**config.mk**
```make
export PLATFORM = sky130hd
export DESIGN_NAME = uart_alu_cmd_ctrl
export DESIGN_NICKNAME = d
export VERILOG_FILES = /design/src/rtl/uart_alu_cmd_ctrl.sv
export SDC_FILE = /design/constraint.sdc
export NUM_CORES = 1
export LEC_CHECK = 0
export BUFFER_PORTS_ARGS = -buffer_cell sky130_fd_sc_hd__buf_2
export CAP_MARGIN = 20
export CORE_MARGIN = 10
export CORE_UTILIZATION = 30
export CTS_CLUSTER_SIZE = 12
export DETAILED_ROUTE_END_ITERATION = 6
export PLACE_DENSITY = 0.59
export SLEW_MARGIN = 20
export SYNTH_ARGS = -nofsm -noshare
export SYNTH_HDL_FRONTEND = slang
export SYNTH_SLANG_ARGS = --single-unit
```
**constraint.sdc**
```tcl
create_clock -name clk -period 3.8 [get_ports clk]
set_input_delay 0.19 -clock clk [delete_from_list [all_inputs] [get_ports clk]]
set_output_delay 0.19 -clock clk [all_outputs]
set_load 0.02 [all_outputs]
```
**src/rtl/uart_alu_cmd_ctrl.sv**
```systemverilog
// -----------------------------------------------------------------------------
// uart_alu_cmd_ctrl
//   Command controller between the UART RX/TX FIFOs and an ALU. It assembles
//   operand A (NB bytes), operand B (NB bytes) and one opcode byte from the RX
//   FIFO. It drives them to the ALU, registers the ALU result for one cycle and
//   streams the result back through the TX FIFO, least significant byte first.
//   An optional timeout aborts a command that stalls part way through.
//
// Handshake (both FIFOs): the RX FIFO is first-word-fall-through. i_rx_data is
//   valid whenever i_rx_empty is low. o_rd pops exactly the byte captured on
//   the same rising edge. A byte is written into the TX FIFO on every cycle
//   where o_wr is high, and o_wr is only raised while i_tx_full is low.
//
// Ports
//   clk           system clock, rising edge
//   i_reset       asynchronous reset, active high
//   i_rx_data     RX FIFO head byte
//   i_rx_empty    RX FIFO empty
//   o_rd          RX FIFO pop, one pulse per consumed byte
//   i_tx_full     TX FIFO full
//   o_wr          TX FIFO push, one pulse per byte
//   o_tx_data     byte pushed with o_wr
//   o_op_a/o_op_b ALU operands (BUS_SIZE bits)
//   o_opcode      ALU opcode (OP_SIZE bits)
//   i_alu_result  combinational ALU result
//   o_flags       one-hot state: [0]IDLE [1]GET_A [2]GET_B [3]GET_OP [4]CALC [5]SEND
//   o_timeout     one-cycle pulse when a command is aborted on timeout
//   o_err         sticky timeout error, cleared when a command finishes SEND
// -----------------------------------------------------------------------------
module uart_alu_cmd_ctrl #(
  parameter int DBIT           = 8,
  parameter int BUS_SIZE       = 8,
  parameter int OP_SIZE        = 6,
  parameter int TIMEOUT_CYCLES = 0
) (
  input  logic                clk,
  input  logic                i_reset,
  input  logic [DBIT-1:0]     i_rx_data,
  input  logic                i_rx_empty,
  output logic                o_rd,
  input  logic                i_tx_full,
  output logic                o_wr,
  output logic [DBIT-1:0]     o_tx_data,
  output logic [BUS_SIZE-1:0] o_op_a,
  output logic [BUS_SIZE-1:0] o_op_b,
  output logic [OP_SIZE-1:0]  o_opcode,
  input  logic [BUS_SIZE-1:0] i_alu_result,
  output logic [5:0]          o_flags,
  output logic                o_timeout,
  output logic                o_err
);

  localparam int NB    = BUS_SIZE / DBIT;
  localparam int CW    = (NB > 1) ? $clog2(NB) : 1;
  localparam bit TO_EN = (TIMEOUT_CYCLES > 0);
  localparam int TW    = TO_EN ? $clog2(TIMEOUT_CYCLES + 1) : 1;

  localparam logic [CW-1:0] LAST_BYTE = CW'(NB - 1);
  // The abort fires on the idle cycle that would bring the count to
  // TIMEOUT_CYCLES, so the register itself never has to hold that value.
  localparam logic [TW-1:0] TO_LAST   = TW'(TO_EN ? TIMEOUT_CYCLES - 1 : 0);

  // Encoding order matches the o_flags bit positions.
  typedef enum logic [2:0] {
    S_IDLE   = 3'd0,
    S_GET_A  = 3'd1,
    S_GET_B  = 3'd2,
    S_GET_OP = 3'd3,
    S_CALC   = 3'd4,
    S_SEND   = 3'd5
  } state_t;

  state_t              state_q, state_d;
  logic [CW-1:0]       cnt_q, cnt_d;
  logic [TW-1:0]       to_cnt_q, to_cnt_d;
  logic [BUS_SIZE-1:0] op_a_q, op_a_d;
  logic [BUS_SIZE-1:0] op_b_q, op_b_d;
  logic [OP_SIZE-1:0]  opcode_q, opcode_d;
  logic [BUS_SIZE-1:0] result_q, result_d;
  logic                err_q, err_d;

  logic rx_state;
  logic get_state;
  logic rd;
  logic wr;
  logic timeout;

  // Replace byte idx of vec with b, leaving the other bytes untouched.
  function automatic logic [BUS_SIZE-1:0] put_byte(input logic [BUS_SIZE-1:0] vec,
                                                   input logic [CW-1:0]       idx,
                                                   input logic [DBIT-1:0]     b);
    int sh;
    sh = int'(idx) * DBIT;
    return (vec & ~(BUS_SIZE'({DBIT{1'b1}}) << sh)) | (BUS_SIZE'(b) << sh);
  endfunction

  assign get_state = (state_q == S_GET_A) || (state_q == S_GET_B) ||
                     (state_q == S_GET_OP);
  assign rx_state  = (state_q == S_IDLE) || get_state;
  // Gated by reset so the pop strobe is low while reset is held, even if
  // the RX FIFO still holds data.
  assign rd        = rx_state && !i_rx_empty && !i_reset;

  always_comb begin
    state_d  = state_q;
    cnt_d    = cnt_q;
    to_cnt_d = '0;
    op_a_d   = op_a_q;
    op_b_d   = op_b_q;
    opcode_d = opcode_q;
    result_d = result_q;
    err_d    = err_q;
    wr       = 1'b0;
    timeout  = 1'b0;

    case (state_q)
      S_IDLE: begin
        if (rd) begin
          op_a_d = put_byte(op_a_q, '0, i_rx_data);
          if (NB == 1) begin
            state_d = S_GET_B;
            cnt_d   = '0;
          end else begin
            state_d = S_GET_A;
            cnt_d   = CW'(1);
          end
        end
      end
      S_GET_A: begin
        if (rd) begin
          op_a_d = put_byte(op_a_q, cnt_q, i_rx_data);
          if (cnt_q == LAST_BYTE) begin
            state_d = S_GET_B;
            cnt_d   = '0;
          end else begin
            cnt_d = cnt_q + CW'(1);
          end
        end
      end
      S_GET_B: begin
        if (rd) begin
          op_b_d = put_byte(op_b_q, cnt_q, i_rx_data);
          if (cnt_q == LAST_BYTE) begin
            state_d = S_GET_OP;
            cnt_d   = '0;
          end else begin
            cnt_d = cnt_q + CW'(1);
          end
        end
      end
      S_GET_OP: begin
        if (rd) begin
          opcode_d = i_rx_data[OP_SIZE-1:0];
          state_d  = S_CALC;
        end
      end
      S_CALC: begin
        result_d = i_alu_result;
        state_d  = S_SEND;
        cnt_d    = '0;
      end
      S_SEND: begin
        // Backpressure just holds cnt, so the pending byte is re-offered.
        if (!i_tx_full) begin
          wr = 1'b1;
          if (cnt_q == LAST_BYTE) begin
            state_d = S_IDLE;
            cnt_d   = '0;
            err_d   = 1'b0;
          end else begin
            cnt_d = cnt_q + CW'(1);
          end
        end
      end
      default: begin
        state_d = S_IDLE;
        cnt_d   = '0;
      end
    endcase

    // Stall timeout. A read in the same cycle always wins: rd keeps the
    // counter at its cleared default and skips the abort.
    if (TO_EN && get_state && !rd) begin
      if (to_cnt_q == TO_LAST) begin
        timeout  = 1'b1;
        state_d  = S_IDLE;
        cnt_d    = '0;
        err_d    = 1'b1;
      end else begin
        to_cnt_d = to_cnt_q + TW'(1);
      end
    end
  end

  always_ff @(posedge clk or posedge i_reset) begin
    if (i_reset) begin
      state_q  <= S_IDLE;
      cnt_q    <= '0;
      to_cnt_q <= '0;
      op_a_q   <= '0;
      op_b_q   <= '0;
      opcode_q <= '0;
      result_q <= '0;
      err_q    <= 1'b0;
    end else begin
      state_q  <= state_d;
      cnt_q    <= cnt_d;
      to_cnt_q <= to_cnt_d;
      op_a_q   <= op_a_d;
      op_b_q   <= op_b_d;
      opcode_q <= opcode_d;
      result_q <= result_d;
      err_q    <= err_d;
    end
  end

  assign o_rd      = rd;
  assign o_wr      = wr;
  assign o_timeout = timeout;
  assign o_tx_data = DBIT'(result_q >> (int'(cnt_q) * DBIT));
  assign o_op_a    = op_a_q;
  assign o_op_b    = op_b_q;
  assign o_opcode  = opcode_q;
  assign o_err     = err_q;
  assign o_flags   = 6'b000001 << state_q;

endmodule

```
==> results.yml <==
setup_path:
  crit_family: "flip-flops"
  criticalPathCategory: "reg -> out"
  cp-start-kind: "flip-flop"
  slowest_stage: "dfrtp_1"
  end_kind: "output pin"
  critPathMaxStageDelay_ps: 560
  worstPathCellList: "nor3b_1 -> buf_4 -> buf_2"
  crit_fanout: 11
  critPathArrivalTime_ps: 1470
  path_depth: 3
  ff2ff_path_depth: 2
  cp.required_ps: 3610
  critPathBufInv: 2
grt:
  overflow: 0
  grt_pass1_wl_mm: 5.17
  grt_use_total_pct: 8.83
  grt_max_degree: 27
  antenna_found_initial: 0
  first_global_vias: 1030
clocking:
  clock_sinks: 33
  cts_buffers: 5
  htree_levels: 2
  clk_path_buf_depth: 2
  root_buffer: "clkbuf_8"
  clk_pin_slew_ps: 60
  cts_tree: "done"
  clkLatencyLatePin_ps: 280
cells_and_area:
  regArea_sq_um: 826
  final_cells: 207
  insertedDiodeCount: 0
  drive_gt1_share_pct: 63.2
  fin_nets: 174
  fillers: 434
  multi_input_area_sq_um: 490
  syn_to_final_growth_pct: 33.3
die:
  core-area_sq_um: 4380
  initial_utilization_pct: 31.0
  fp.dieH_um: 87.3
  fp.dieW_um: 87.3
  rows: 24
  pin_count: 60
  die-area_sq_um: 7620
detailed_routing:
  drc: 0
  vias: 909
  drt-vias-per-instance: 4.39
  antenna_left: 0
  wirelength_mm: 3.28
  drt_iter0_drc: 19
  detail_route.wl_per_cell_um: 15.8
  first_pass_iters: 2
place:
  port_buffers: 57
  place_congestion: 0.726
  dp_cells: 198
  dpl.hpwl_mm: 2.59
  pre_cts_ws_ps: 2180
power_and_ir_drop:
  pwr-share-comb_pct: 42.4
  peakVddDrop_uv: 300
  cellPowerDensity_nw_per_um2: 926
  power_mw: 1.68
  swShare_pct: 38.4
  internal_power_mw: 1.03
  p_clk_share_pct: 20.0
  netSwitchingPower_mw: 0.644
  p_leak_nw: 0.911
  p_seq_share_pct: 37.7
sta:
  finalSetupViolCount: 0
  setup_ws_ps: 2140
  period_minus_slack_ps: 1660
  rsz0062_at_grt: "false"
  relSlewSlack_pct: 62.1
  fmax_ghz: 0.603
  worst_slew_pin_slew_ps: 565
  final-hold-violation-count: 0
  fin_crit_sh_pct: 43.7
  fin_worst_skew_ps: 7.04
  tns_ps: 0
  slew_violations: 0
synthesis:
  synthesis.area_sq_um: 1360
  yosysUniqueCellTypes: 21
  synth_top_cells_by_count: "dfrtp_1, mux2_2"
  netlist_top_cells_area: "dfrtp_1, mux2_2, buf_4, nor4_4, mux2i_1"
  ys_warn_count: 0
  ys.flop_type: "dfrtp_1"
  postSynthCellCount: 92
  ys_seq_area_share_pct: 60.8
  synth_top_cell_by_area: "dfrtp_1"
  synth_edf_count: 0
  yosysMostFrequentCell: "dfrtp_1"
  netlist.area_leader.share_pct: 60.8
  ys_seq_elements: 33
  synth-async-reset-ratio_pct: 100
  avgSynthCellArea_sq_um: 14.8
job:
  maxCapViolations: 0
worst_hold_path:
  hold_depth: 2
  hold_path.class: "in -> reg"
run_status:
  status: "finished, final reports clean"
==> registers in the layout (all words and copies together), names as in the netlist <==
signal	flops
result_q	8
state_q	3
o_op_b	8
o_op_a	8
o_opcode	6
==> layout by cell type, fill, tap and decap left out <==
| cell type | Yosys | final |
|---|---|---|
| nor4_4 | 1 | 1 |
| dfrtp_1 | 33 | 33 |
| inv_1 | 1 | 1 |
| nand2_1 | 3 | 3 |
| and3b_1 | 1 | 1 |
| dlygate4sd3_1 | 0 | 1 |
| buf_2 | 1 | 57 |
| nor2b_1 | 3 | 3 |
| nand2b_1 | 1 | 1 |
| conb_1 | 1 | 2 |
| mux2_2 | 30 | 30 |
| nand3_1 | 1 | 1 |
| bufinv_16 | 0 | 1 |
| nand3b_1 | 1 | 1 |
| o21ai_0 | 1 | 1 |
| mux2i_1 | 2 | 2 |
| clkbuf_1 | 1 | 1 |
| nor3_2 | 1 | 1 |
| nor3_1 | 1 | 1 |
| nor3b_1 | 2 | 2 |
| clkbuf_8 | 0 | 6 |
| nor2_1 | 3 | 3 |
| buf_4 | 3 | 2 |
==> metal layers <==
metal	track usage (%)	share of wire, %	up-vias
li1	-	-	436
met1	8.69	38	436
met2	14.4	50	33
met3	5.62	11	4
met4	3.91	1.2	0
met5	0	0	-
==> path summary, 6_finish.rpt <==
| path | startpoint | end | slack [ps] |
|---|---|---|---|
| min in group asynchronous | i_reset | result_q[0] | 450 |
| min reg2reg | o_opcode[1] | o_opcode[1] | 500 |
| max | state_q[2] | o_flags[4] | 2140 |
| max reg2reg | state_q[2] | o_op_a[5] | 2180 |
| max in group asynchronous | i_reset | result_q[5] | 2720 |
| min | i_alu_result[5] | result_q[5] | 140 |
==> area by class of cell <==
class | instances | area share [%]
clock buffer | 7 | 4.77
multi-input combinational | 53 | 27.1
inverter | 1 | 0.207
tap | 52 | 3.59
sequential | 33 | 45.6
clock inverter | 1 | 1.66
timing repair buffer | 60 | 17.1
==> through the flow <==
step | utilization [%] | area, sq um | hold slack [ps]
after detailed placement | 38.4 | 1690 | 196
after global placement | 38.4 | 1690 | 189
after global routing | 41.3 | 1810 | 131
after CTS | 41.3 | 1810 | 131
after floorplan | - | 1360 | 319
final | 41.3 | 1810 | 144
==> worst reg2reg max path, cell delays in order (launching register included) <==
cell,delay (ps)
dfrtp_1,510
nor4_4,590
mux2_2,410
==> power by group through the flow <==
stage	Clock (mW)	Combinational, mW	Sequential, mW
2_1_floorplan	0	0.296	0.808
3_3_place_gp	0	0.714	0.625
3_5_place_dp	0	0.729	0.635
4_1_cts	0.348	0.732	0.634
5_1_grt	0.364	0.769	0.660
6_report	0.335	0.710	0.631
==> timing repair <==
action                                  4_1_cts  5_1_grt
hold endpoints to repair                      7        0
endpoints found under the setup margin        0        0
hold buffers                                  1        0
buffers inserted                              0        0
gates resized for setup                       0        0
==> cell families (layout without fill, tap and decap cells) <==
family	count (synthesis)	in the layout	share of synthesized area, %
simple gates	18	18	8.84
mux	32	32	26.3
compound gates	1	1	0.368
other cells	1	2	0.276
flops	33	33	60.8
buf+inv	7	69	3.41
Power figures use the tool's default switching activity.
